**config.mk**
```make
export PLATFORM = sky130hd
export DESIGN_NAME = jac1_mem_arbiter
export DESIGN_NICKNAME = d
export VERILOG_FILES = /design/src/rtl/jac1_mem_arbiter.sv
export SDC_FILE = /design/constraint.sdc
export NUM_CORES = 1
export LEC_CHECK = 0
export ABC_AREA = 1
export CORE_AREA = 4 4 68 83
export DETAILED_ROUTE_END_ITERATION = 12
export DIE_AREA = 0 0 72 87
export PLACE_DENSITY_LB_ADDON = 0.08
export SLEW_MARGIN = 25
export SYNTH_ARGS = -nofsm -noshare
export SYNTH_HDL_FRONTEND = slang
export SYNTH_SLANG_ARGS = --single-unit
```
**constraint.sdc**
```tcl
create_clock -name clk -period 1.2 [get_ports clk]
set_clock_uncertainty 0.15 [all_clocks]
set_input_delay 0.24 -clock clk [delete_from_list [all_inputs] [get_ports clk]]
set_output_delay 0.24 -clock clk [all_outputs]
set_load 0.02 [all_outputs]
```
**src/rtl/jac1_mem_arbiter.sv**
```systemverilog
// Jac1 memory arbiter: shares one single-port memory between loader, data and fetch requesters.
// The loader has fixed priority; data and fetch alternate. Each access is a fixed-latency cycle.
module jac1_mem_arbiter #(
  parameter int unsigned DataWidth  = 8,
  parameter int unsigned AddrWidth  = 8,
  parameter int unsigned MemLatency = 1
) (
  input  logic                 clk,
  input  logic                 sys_res,
  input  logic                 ld_req,
  input  logic                 ld_we,
  input  logic [AddrWidth-1:0] ld_addr,
  input  logic [DataWidth-1:0] ld_wdata,
  output logic                 ld_ack,
  input  logic                 dt_req,
  input  logic                 dt_we,
  input  logic [AddrWidth-1:0] dt_addr,
  input  logic [DataWidth-1:0] dt_wdata,
  output logic                 dt_ack,
  input  logic                 fe_req,
  input  logic [AddrWidth-1:0] fe_addr,
  output logic                 fe_ack,
  output logic [DataWidth-1:0] rdata,
  output logic                 mem_en,
  output logic                 mem_we,
  output logic [AddrWidth-1:0] mem_addr,
  output logic [DataWidth-1:0] mem_wdata,
  input  logic [DataWidth-1:0] mem_rdata,
  output logic                 cpu_stall,
  output logic                 busy
);

  // A latency of 0 is promoted to 1 so the counter always has a valid terminal value.
  localparam int unsigned Lat  = (MemLatency == 0) ? 1 : MemLatency;
  localparam int unsigned CntW = (Lat > 1) ? $clog2(Lat) : 1;

  typedef enum logic [1:0] {S_IDLE, S_ACCESS, S_RESP} state_t;
  typedef enum logic [1:0] {G_NONE, G_LD, G_DT, G_FE} grant_t;

  state_t              state, state_d;
  grant_t              grant, grant_d;
  logic [CntW-1:0]     cnt, cnt_d;
  logic                rr_last_dt, rr_last_dt_d;
  logic                mem_en_d, mem_we_d, busy_d;
  logic [AddrWidth-1:0] mem_addr_d;
  logic [DataWidth-1:0] mem_wdata_d, rdata_d;
  logic                ld_ack_d, dt_ack_d, fe_ack_d;
  logic                ack_any;

  // An ack still on the outputs means its requester has not yet dropped req; skip arbitration once.
  assign ack_any   = ld_ack | dt_ack | fe_ack;
  assign cpu_stall = ld_req || (grant == G_LD);

  // State and registered outputs
  always_ff @(posedge clk or posedge sys_res) begin
    if (sys_res) begin
      state      <= S_IDLE;
      grant      <= G_NONE;
      cnt        <= '0;
      rr_last_dt <= 1'b1;
      mem_en     <= 1'b0;
      mem_we     <= 1'b0;
      mem_addr   <= '0;
      mem_wdata  <= '0;
      rdata      <= '0;
      ld_ack     <= 1'b0;
      dt_ack     <= 1'b0;
      fe_ack     <= 1'b0;
      busy       <= 1'b0;
    end else begin
      state      <= state_d;
      grant      <= grant_d;
      cnt        <= cnt_d;
      rr_last_dt <= rr_last_dt_d;
      mem_en     <= mem_en_d;
      mem_we     <= mem_we_d;
      mem_addr   <= mem_addr_d;
      mem_wdata  <= mem_wdata_d;
      rdata      <= rdata_d;
      ld_ack     <= ld_ack_d;
      dt_ack     <= dt_ack_d;
      fe_ack     <= fe_ack_d;
      busy       <= busy_d;
    end
  end

  // Next-state, arbitration and next-output logic
  always_comb begin
    state_d      = state;
    grant_d      = grant;
    cnt_d        = cnt;
    rr_last_dt_d = rr_last_dt;
    mem_en_d     = 1'b0;
    mem_we_d     = mem_we;
    mem_addr_d   = mem_addr;
    mem_wdata_d  = mem_wdata;
    rdata_d      = rdata;
    ld_ack_d     = 1'b0;
    dt_ack_d     = 1'b0;
    fe_ack_d     = 1'b0;

    unique case (state)
      S_IDLE: begin
        if (!ack_any && (ld_req || dt_req || fe_req)) begin
          state_d = S_ACCESS;
          cnt_d   = CntW'(Lat - 1);
          if (ld_req) begin
            grant_d     = G_LD;
            mem_we_d    = ld_we;
            mem_addr_d  = ld_addr;
            mem_wdata_d = ld_wdata;
          end else if (dt_req && !(fe_req && rr_last_dt)) begin
            grant_d      = G_DT;
            rr_last_dt_d = 1'b1;
            mem_we_d     = dt_we;
            mem_addr_d   = dt_addr;
            mem_wdata_d  = dt_wdata;
          end else begin
            grant_d      = G_FE;
            rr_last_dt_d = 1'b0;
            mem_we_d     = 1'b0;
            mem_addr_d   = fe_addr;
            mem_wdata_d  = '0;
          end
        end
      end
      S_ACCESS: begin
        mem_en_d = 1'b1;
        if (cnt == '0) begin
          state_d = S_RESP;
        end else begin
          cnt_d = cnt - CntW'(1);
        end
      end
      S_RESP: begin
        mem_we_d = 1'b0;
        rdata_d  = mem_rdata;
        ld_ack_d = (grant == G_LD);
        dt_ack_d = (grant == G_DT);
        fe_ack_d = (grant == G_FE);
        grant_d  = G_NONE;
        state_d  = S_IDLE;
      end
      default: state_d = S_IDLE;
    endcase

    busy_d = (state_d != S_IDLE);
  end

endmodule
```
==> run metrics <==
status=finished, violations left; failing checks=setup timing; async set or reset register ratio after synthesis=1.00; Max-slew headroom=0.864; Ys Warns=0; Cell Area, Placed=~0.0028 mm²; Routed Antenna Nets=0; Port Buffers=85; Total GRT Usage=0.151; vias=between 1500 and 2000; GPL Wtd Cong=around 0.72; Largest delay share family, worst path=flip-flops; hold_ws=0.157 ns; commonest register cell after synthesis=dfrtp_1; CP max FO=3; via count of the first global-routing pass=~1700; DP HPWL=around 3.4 mm; Crit-path slowest cell=dfrtp_2; crit-path cells=buf_4 -> buf_6; final core occ=0.644; post-synthesis sequential element count=34; die height=87 µm; largest cells by area after synthesis=dfrtp_1 (50%), nand2_1 (19%), nand3_1 (9.1%); Core Region=0.00483 mm²; CP startpoint kind=flop; # diodes=0; clk slew on worst S/H paths=approximately 0.070 ns; initial antenna violation count=0; CTS Sinks=34; most frequent cell after synthesis=nand2_1; die area=0.00626 mm²; synth cell count leaders=nand2_1 (82), dfrtp_1 (33), nand3_1 (30); FMAX=~740 MHz; post-synth top area share=0.498; Final Max Slew Viols=0; Layout area overhead=87.9%; Clock Tree Buf Depth=2; number of enable flip-flop cells after synthesis=0; crit path kind=reg -> out; DR WL/cell=approximately 12 µm; nets@finish=370; PnR worst setup slack=-0.155 ns; worst path bufs/invs=2; path category of the worst min-delay check=in -> async; Hold Fails Final Rpt=0; Die X=72 µm; DRC viols=0; Crit path required time=a little over 0.8 ns; Mean Syn Cell Area=between 8 and 9 µm²; VDD IR max=1130 µV; design area=~0.0031 mm²; register area share after synthesis=0.514; htree depth=2; distinct cell type count after synthesis=20; Starting DRT DRC Count=58; Pre-antenna DRT Iters=4; Final setup viols=38; Vias per Instance=about 4.5; final wirelength=around 4.6 mm; minimum clock period=~1.4 ns; CP endpoint kind=output pin; Worst-Margin Slew=slightly above 0.2 ns; largest net degree at the start of global routing=35; clk_lat worst skew=approximately 0.28 ns; fin crit share=1.13; first-pass GRT wire length=~7.4 mm; cts bufs inserted=5; CTS root buf=clkbuf_8; # rows=28; Cells after Synth=just under 200; worst setup path startpoint=mem_en; worst path arrival time=about 0.97 ns; Post-Synthesis Cell Area=about 0.0017 mm²; RSZ-0062 raised after global routing=true; grt ovf=0; Post-Place Setup Slack=-0.648 ns; TritonCTS clock tree=built; Post-Syn Nets=254; post-synth top area cell=dfrtp_1; pwr dens=between 2000 and 2500 mW/mm²; P_leak=0.00156 µW; worst r2r src=dt_ack; max_cap viols=0; initial core utilization=0.343; crit-path max cell delay=~0.43 ns; Ports=86; layout cells sized above 1=0.342
## registers in the layout, indices dropped and copies added (netlist names)
register,flops
mem_we,1
busy,1
ld_ack,1
rr_last_dt,1
dt_ack,1
grant,2
mem_en,1
fe_ack,1
mem_addr,8
mem_wdata,8
state,1
rdata,8
## routing by layer
layer  vias to the layer above  track usage  routed length (µm)
met4                         0       0.0547                  57
li1                        861            -                   -
met1                       750        0.171                1800
met3                         4       0.0531                 390
met5                         -            0                   0
met2                        60        0.261                2390
## cells in the final DEF (no fill, tap or decap), drive strengths merged
master / n
nor2: 7
dlygate4sd2: 3
nand2: 87
buf: 64
nand4: 1
dfstp: 1
o21ai: 3
clkbuf: 7
nand3: 30
or2: 8
clkdlybuf4s50: 51
inv: 8
clkinv: 2
mux2: 8
dfrtp: 33
nor3: 3
## timing repair
item                                    CTS  global route
buffers inserted                          5             4
gates cloned                              1             1
gates resized for setup                 201            17
pin swaps                                13             7
endpoints found under the setup margin   63            64
hold buffers                              0             0
## worst min-delay path, stage by stage
cell and delay [ns]:
clkdlybuf4s50_1 0.40, inv_1 0.09, buf_12 0.21
## final timing paths
kind | end | depth (start not counted) | slack [ns]
worst min register to register | rr_last_dt | 2 | 0.34
min in group clk | rr_last_dt | 2 | 0.34
worst min-delay path | mem_addr[2] | 3 | 0.16
max in group asynchronous | rr_last_dt | 3 | 0.50
worst max-delay path | mem_en | 2 | -0.16
worst max register to register | mem_addr[5] | 7 | -0.15
## through the flow
stage          total power [µW]  TNS [ns]  cells
3_5_place_dp               5880    -17.51    358
6_report                   7460     -3.89    376
2_1_floorplan              4040     -2.33    199
5_1_grt                    8010     -6.59    376
3_3_place_gp               5820    -16.97    358
4_1_cts                    7450     -4.35    372
## power breakdown
part | switching [µW] | leakage, µW | internal, µW
logic | 2080 | 0.00110 | 2460
registers | 379 | 0.000414 | 1700
clock network | 381 | 0.0000482 | 462
total | 2840 | 0.00156 | 4620
## cell type report
class	instances	area, µm²
Clock inverter	1	5.00
Clock buffer	7	86.3
Timing Repair Buffer	118	1220
Multi-Input combinational cell	147	836
Tap cell	60	75.1
Sequential cell	34	856
Inverter	9	33.8
Fill cell	436	1720
## cells by family (layout without fill, tap and decap cells)
kind of cell	count (synthesis)	count (layout)	synth area share
buffers and inverters	19	135	0.0619
AO/OA/AOI/OAI	3	3	0.00905
multiplexers	8	8	0.0543
flip-flops	34	34	0.514
AND/OR/NAND/NOR	135	136	0.361
Note: power is estimated with default switching activity, not from simulation.
